`src/rtl/pipeline_sequencer.sv`:
```
// Pipeline sequencer for the 5-stage RV32 core: per-stage enables/flushes for load-use,
// EX redirects, data-memory waits and HALT drain, plus saturating stall/flush counters.
module pipeline_sequencer #(
    parameter int unsigned DRAIN_CYCLES = 3,
    parameter int unsigned CNT_W        = 32
) (
    input  logic             clk,
    input  logic             reset,
    input  logic [4:0]       id_rs1,
    input  logic [4:0]       id_rs2,
    input  logic             id_uses_rs1,
    input  logic             id_uses_rs2,
    input  logic             id_halt,
    input  logic             ex_memread,
    input  logic [4:0]       ex_rd,
    input  logic             ex_redirect,
    input  logic             mem_req,
    input  logic             mem_ready,
    output logic             pc_write,
    output logic             ifid_write,
    output logic             ifid_flush,
    output logic             idex_flush,
    output logic             pipe_hold,
    output logic             memwb_bubble,
    output logic             halted,
    output logic [CNT_W-1:0] stall_count,
    output logic [CNT_W-1:0] flush_count
);

    localparam int unsigned DW = (DRAIN_CYCLES > 1) ? $clog2(DRAIN_CYCLES) : 1;

    typedef enum logic [1:0] {
        ST_RUN    = 2'd0,
        ST_DRAIN  = 2'd1,
        ST_HALTED = 2'd2
    } state_t;

    state_t           state_r;
    state_t           state_nxt_s;
    logic [DW-1:0]    drain_cnt_r;
    logic [DW-1:0]    drain_nxt_s;
    logic [CNT_W-1:0] stall_cnt_r;
    logic [CNT_W-1:0] flush_cnt_r;
    logic             stall_inc_s;
    logic             flush_inc_s;
    logic             mem_wait_s;
    logic             load_use_s;

    assign mem_wait_s = mem_req & ~mem_ready;
    assign load_use_s = ex_memread & (ex_rd != 5'd0) &
                        ((id_uses_rs1 & (id_rs1 == ex_rd)) |
                         (id_uses_rs2 & (id_rs2 == ex_rd)));

    assign stall_count = stall_cnt_r;
    assign flush_count = flush_cnt_r;

    // Next-state, drain countdown and per-stage control, by priority of events.
    always_comb begin
        state_nxt_s  = state_r;
        drain_nxt_s  = drain_cnt_r;
        stall_inc_s  = 1'b0;
        flush_inc_s  = 1'b0;
        pc_write     = 1'b0;
        ifid_write   = 1'b0;
        ifid_flush   = 1'b0;
        idex_flush   = 1'b0;
        pipe_hold    = 1'b0;
        memwb_bubble = 1'b0;
        halted       = 1'b0;
        if (reset) begin
            ifid_flush   = 1'b1;
            idex_flush   = 1'b1;
            memwb_bubble = 1'b1;
        end else begin
            case (state_r)
                ST_RUN: begin
                    pc_write   = 1'b1;
                    ifid_write = 1'b1;
                    if (mem_wait_s) begin
                        pc_write     = 1'b0;
                        ifid_write   = 1'b0;
                        pipe_hold    = 1'b1;
                        memwb_bubble = 1'b1;
                        stall_inc_s  = 1'b1;
                    end else if (ex_redirect) begin
                        // Wrong-path HALT or hazard in ID is squashed by the flush.
                        ifid_flush  = 1'b1;
                        idex_flush  = 1'b1;
                        flush_inc_s = 1'b1;
                    end else if (id_halt) begin
                        pc_write    = 1'b0;
                        ifid_write  = 1'b0;
                        idex_flush  = 1'b1;
                        stall_inc_s = 1'b1;
                        state_nxt_s = ST_DRAIN;
                        drain_nxt_s = DW'(DRAIN_CYCLES - 1);
                    end else if (load_use_s) begin
                        pc_write    = 1'b0;
                        ifid_write  = 1'b0;
                        idex_flush  = 1'b1;
                        stall_inc_s = 1'b1;
                    end else begin
                        stall_inc_s = 1'b0;
                    end
                end
                ST_DRAIN: begin
                    idex_flush = 1'b1;
                    if (mem_wait_s) begin
                        pipe_hold    = 1'b1;
                        memwb_bubble = 1'b1;
                    end else if (drain_cnt_r == '0) begin
                        state_nxt_s = ST_HALTED;
                    end else begin
                        drain_nxt_s = drain_cnt_r - DW'(1);
                    end
                end
                ST_HALTED: begin
                    ifid_flush   = 1'b1;
                    idex_flush   = 1'b1;
                    memwb_bubble = 1'b1;
                    halted       = 1'b1;
                end
                default: begin
                    ifid_flush   = 1'b1;
                    idex_flush   = 1'b1;
                    memwb_bubble = 1'b1;
                    state_nxt_s  = ST_RUN;
                    drain_nxt_s  = '0;
                end
            endcase
        end
    end

    // State, drain counter and saturating performance counters.
    always_ff @(posedge clk) begin
        if (reset) begin
            state_r     <= ST_RUN;
            drain_cnt_r <= '0;
            stall_cnt_r <= '0;
            flush_cnt_r <= '0;
        end else begin
            state_r     <= state_nxt_s;
            drain_cnt_r <= drain_nxt_s;
            if (stall_inc_s && (stall_cnt_r != {CNT_W{1'b1}})) begin
                stall_cnt_r <= stall_cnt_r + CNT_W'(1);
            end
            if (flush_inc_s && (flush_cnt_r != {CNT_W{1'b1}})) begin
                flush_cnt_r <= flush_cnt_r + CNT_W'(1);
            end
        end
    end

endmodule

```
`config.mk`:
```
export PLATFORM = sky130hd
export DESIGN_NAME = pipeline_sequencer
export DESIGN_NICKNAME = d
export VERILOG_FILES = /design/src/rtl/pipeline_sequencer.sv
export SDC_FILE = /design/constraint.sdc
export NUM_CORES = 1
export LEC_CHECK = 0
export ABC_AREA = 1
export CAP_MARGIN = 10
export CORE_MARGIN = 4
export CORE_UTILIZATION = 45
export CTS_CLUSTER_SIZE = 12
export DETAILED_ROUTE_END_ITERATION = 12
export GPL_ROUTABILITY_DRIVEN = 1
export PLACE_DENSITY = 0.79
export RECOVER_POWER = 50
export SYNTH_ARGS = -nofsm -noshare
export SYNTH_HDL_FRONTEND = slang
export SYNTH_SLANG_ARGS = --single-unit
```
`constraint.sdc`:
```
create_clock -name clk -period 1.74 [get_ports clk]
set_input_delay 0.261 -clock clk [delete_from_list [all_inputs] [get_ports clk]]
set_output_delay 0.261 -clock clk [all_outputs]
set_load 0.005 [all_outputs]
```
[Word level (Yosys, flattened, before mapping)]
Cells that the tools add are included.
Word-level totals
  register bits: 68
  input port bits: 24
  logic and storage cells: 76
Operators by class
  $add $sub $neg: 3
  reductions and logical operators: 8
  multiplexer cells: 41
  eq/ne operators: 12
  bitwise operators: 8
Operator list (count)
  $add 32x1->32 const B: 2
  $ne 32x32->1 const B: 2
  $mux 1: 28
  $mux 2: 10
  $ne 2x2->1 const B: 6
  $pmux 2 s3: 2
  $reduce_and 6->1: 2
  $eq 5x5->1: 2
  $and 1x1->1: 5
  $reduce_bool 5->1: 1
  $logic_not 2->1: 2
  $eq 2x1->1 const B: 1
  $eq 2x2->1 const B: 1
  $logic_and 1x1->1: 2
  $not 1->1: 2
  $pmux 1 s2: 1
  $reduce_or 2->1: 1
  $sub 2x1->2 const B: 1
  $or 1x1->1: 1

[Depth between registers and ports, before layout]
Gate-level depths: netlist (run 1).
  depth in word-level cells: 11
  gate-level depth with buffers: 13

[Worst setup path before layout (run 1)]
OpenSTA, ideal clock, no wires.
  path type: flip-flop to flip-flop
  from: register flush_cnt_r[0] (netlist: flush_count[0])
  to: register flush_cnt_r[19] (netlist: flush_count[19])
  period minus slack after synthesis: 1.789 ns
  cell stages (with the launch flop): 12
  buffers on the path: 1
  arrival: 1.658 ns
  setup slack: -0.049 ns
  cell sequence: dfxtp_1 > ha_1 > nand2_1 > nor2_1 > nand2_1 > nor2_1 > nand2_1 > nand2_2 > inv_2 > buf_2 > a21oi_1 > nor3_1
On the way
  longest elaborated chain between the ends: 2
  elaborated cells on any way between the ends: 3
  those cells by class: add/sub: 1; eq/ne: 1; reduce/logical: 1
Ends and longest elaborated chain
  start, declared: line 43  | logic [CNT_W-1:0] flush_cnt_r;
  start signal, assigned: line 148  | flush_cnt_r <= flush_cnt_r + CNT_W'(1);
  parallel branches: the longest is 2 deep, another holds $add 32x1->32
Several ways; the timed one is not identified.
A chain may end at the register's enable or synchronous reset.

[Worst setup path in the final report (run 1)]
  from: register flush_cnt_r[1] (netlist: flush_count[1])
  to: register flush_cnt_r[9] (netlist: flush_count[9])
Same word-level chain as after synthesis.

==> results of run 1 <==
metal layers:
metal	global-route usage	vias up	wire, um	part of all wire
li1	-	2863	-	-
met1	0.309	2706	6410	0.38
met2	0.455	319	8590	0.51
met3	0.0468	74	1210	0.072
met4	0.106	0	649	0.038
met5	0	-	0	0
cells by family after synthesis:
logic type | after synthesis | share of synthesized area
AOI/OAI and AO/OA | 72 | 0.0821
xor gates and xnor gates | 31 | 0.0594
adders and majority gates | 3 | 0.00821
buffers and inverters | 99 | 0.0881
DFF | 68 | 0.298
and+or+nand+nor | 490 | 0.465
worst max-delay path: stages (launching register included):
cell and delay, ns:
dfxtp_2 0.36, ha_4 0.15, nand2_4 0.07, inv_4 0.06, nand3_4 0.06, nor2_4 0.14, nand4_1 0.22, buf_4 0.23
o21ai_4 0.17, o21ai_1 0.11, nand2_2 0.08, nor2_1 0.05
power breakdown:
part / switching, mW / internal (mW) / total (mW)
Combinational: 0.454 / 0.352 / 0.806
Clock: 0.710 / 0.524 / 1.23
Sequential: 0.0267 / 1.59 / 1.61
worst max path at each step:
| stage | slack [ns] | startpoint | cells after the start | to |
|---|---|---|---|---|
| after floorplan | 0.008 | flush_count[1] | 10 | flush_count[0] |
| final | -0.09 | flush_count[1] | 11 | flush_count[9] |
| after detailed placement | -0.52 | ex_rd[1] | 9 | pc_write |
| after global placement | -0.49 | ex_rd[1] | 9 | ifid_write |
| after global routing | -0.17 | stall_count[1] | 10 | stall_count[12] |
| after CTS | -0.13 | id_rs1[3] | 11 | pc_write |
flip-flops by register name, summed over array words and instances (netlist names):
register,cells
drain_cnt_r,2
stall_count,32
flush_count,32
state_r,2
timing repair:
action	in CTS	in global routing
setup endpoints to repair	59	71
setup buffers	7	11
pin swaps	8	55
gates cloned	1	3
resized for setup	47	143
area by class of cell:
| cell class | count | area (sq um) | share of cell area |
|---|---|---|---|
| clock buffer | 9 | 124 | 0.0171 |
| clock inverter | 7 | 52.6 | 0.00728 |
| inverter | 75 | 287 | 0.0397 |
| multi-input combinational | 597 | 3240 | 0.449 |
| sequential | 68 | 1380 | 0.191 |
| tap | 133 | 166 | 0.0230 |
| timing repair buffer | 214 | 1970 | 0.273 |
through the flow:
step                      hold slack [ns]  power [mW]  setup slack (ns)  setup TNS (ns)  utilization
after floorplan                     0.451        2.00           0.00770               0            -
after global placement              0.467        2.28            -0.492          -20.68        0.646
after detailed placement            0.476        2.29            -0.524          -21.70        0.646
after CTS                           0.375        3.50            -0.130          -0.130        0.675
after global routing                0.413        3.77            -0.166           -5.27        0.736
final                               0.381        3.65           -0.0930          -0.560        0.736
layout by cell type (no fill, tap or decap), drive strengths merged:
cell	synthesis	layout
nand2	261	261
nor2	123	123
buf	15	121
inv	74	76
clkdlybuf4s50	0	68
dfxtp	68	68
a21oi	55	55
nand4	38	38
nand3	35	35
xor2	19	19
nor3	16	16
o21ai	13	14
clkbuf	9	13
xnor2	12	12
nand3b	11	11
dlymetal6s2s	0	11
dlygate4sd2	0	9
clkinv	1	5
nor3b	4	4
ha	3	3
a211oi	2	2
and3	1	1
a31o	1	1
nor4	1	1
o21bai	1	1
clkinvlp	0	1
clkdlybuf4s15	0	1
==> impl_metrics.yaml, run 1 <==
outcome:
  status: "finished, violations left"
  violations: "negative setup slack"
setup_path:
  setup.worst_path.class: "reg -> reg"
  crit_fanout: 4
  critPathLaunchType: "register"
  rr_worst_depth: 11
  r2r_slack_ns: -0.09
  r2r-start: "flush_count[1]"
  r2r_end: "flush_count[9]"
  end_kind: "register"
  arrival_ns: 2.08
  worstPathRequired_ns: 1.99
floorplanning:
  dieWidth_um: 109
  die_y_um: 109
  start_util: 0.466
  core_area_sq_um: 9820
  std_cell_rows: 36
  dieArea_sq_um: 11800
  ios: 95
min_path:
  worstHoldPathType: "in -> reg"
  min_path_cells: 3
  min_from: "reset"
  hold_end: "state_r[1]"
drt:
  via_count: 5962
  via_per_inst: 5.41
  wire_per_inst_um: 15.3
  drt-total-wl_um: 16900
  drc: 0
  drt_iter0_markers: 412
  ant_nets: 0
  firstDrtPassIters: 7
grt:
  grt_use_total: 0.259
  grt_overflow: 0
  grt_pass1_vias: 5342
  antenna_found_initial: 0
  grt_max_degree: 59
  grt_pass1_wl_um: 24900
sta:
  max-slew-margin-rel: 0.676
  finalCriticalPeriod_ns: 1.83
  hold_violations: 0
  fmax_mhz: 546
  grt_setup_unrepaired: "true"
  setup_viol: 26
  finalCritPeriodShare: 1.05
  maxSlewViolCount: 0
  finClkSkew_ns: 0.0152
  tightest_slew_ns: 0.484
  setup_ws_ns: -0.0930
synth:
  yosysMostFrequentCell: "nand2_1"
  netlist_area_sq_um: 4570
  synth_top_flop_cell: "dfxtp_1"
  yosysTopAreaCellShare: 0.298
  synth_common_cells: "nand2_1, nor2_1, dfxtp_1, inv_1, a21oi_1"
  async_reset_ff_frac: 0
  synth_area_leaders: "dfxtp_1, nand2_1, nor2_1"
  yosysWarningCount: 0
  synthCells: 763
  seq_area_frac_synth: 0.298
  synth_nets: 790
  postSynthAreaPerCell_sq_um: 6.00
  ys_ff_latch: 68
  synth_top_area_cell: "dfxtp_1"
  synth_edf_count: 0
  synthDistinctLibCells: 33
layout:
  drive_gt1_frac: 0.278
  fillers: 765
  nNetsFinal: 992
  fin_cells: 1103
  final_cell_area_sq_um: 7220
  num_antenna_cells: 0
  area_growth_pct: 57.9
place:
  dpl.cell_count: 1065
  io_buffers: 94
  hpwl_um: 11200
  post_dp_cell_area_sq_um: 6340
  gp_congestion: 0.986
clock_tree:
  clk_transition_reported_paths_ns: 0.08
  cts_made_buffers: 9
  cts_root_buffer: "clkbuf_8"
  cts_sinks: 68
  htreeDepth: 3
  ctsHoldBuffers: 0
  cts_buffer_depth: 2
  cts_tree: "done"
  clkLatencyLatePin_ns: 0.37
pwr:
  p_per_area_nw_per_um2: 506
  p_leak_nw: 3.00
  vdd_drop_max_mv: 0.432
job:
  cap_violations: 0
(Power assumes the default switching activity.)
==> run 2, diff against run 1 <==
GPL_TIMING_DRIVEN = 1   (was unset)
SLEW_MARGIN = 10   (was unset)
==> results of run 2 <==
Same layout as run 1: the final DEF is identical, and so are final timing and power.
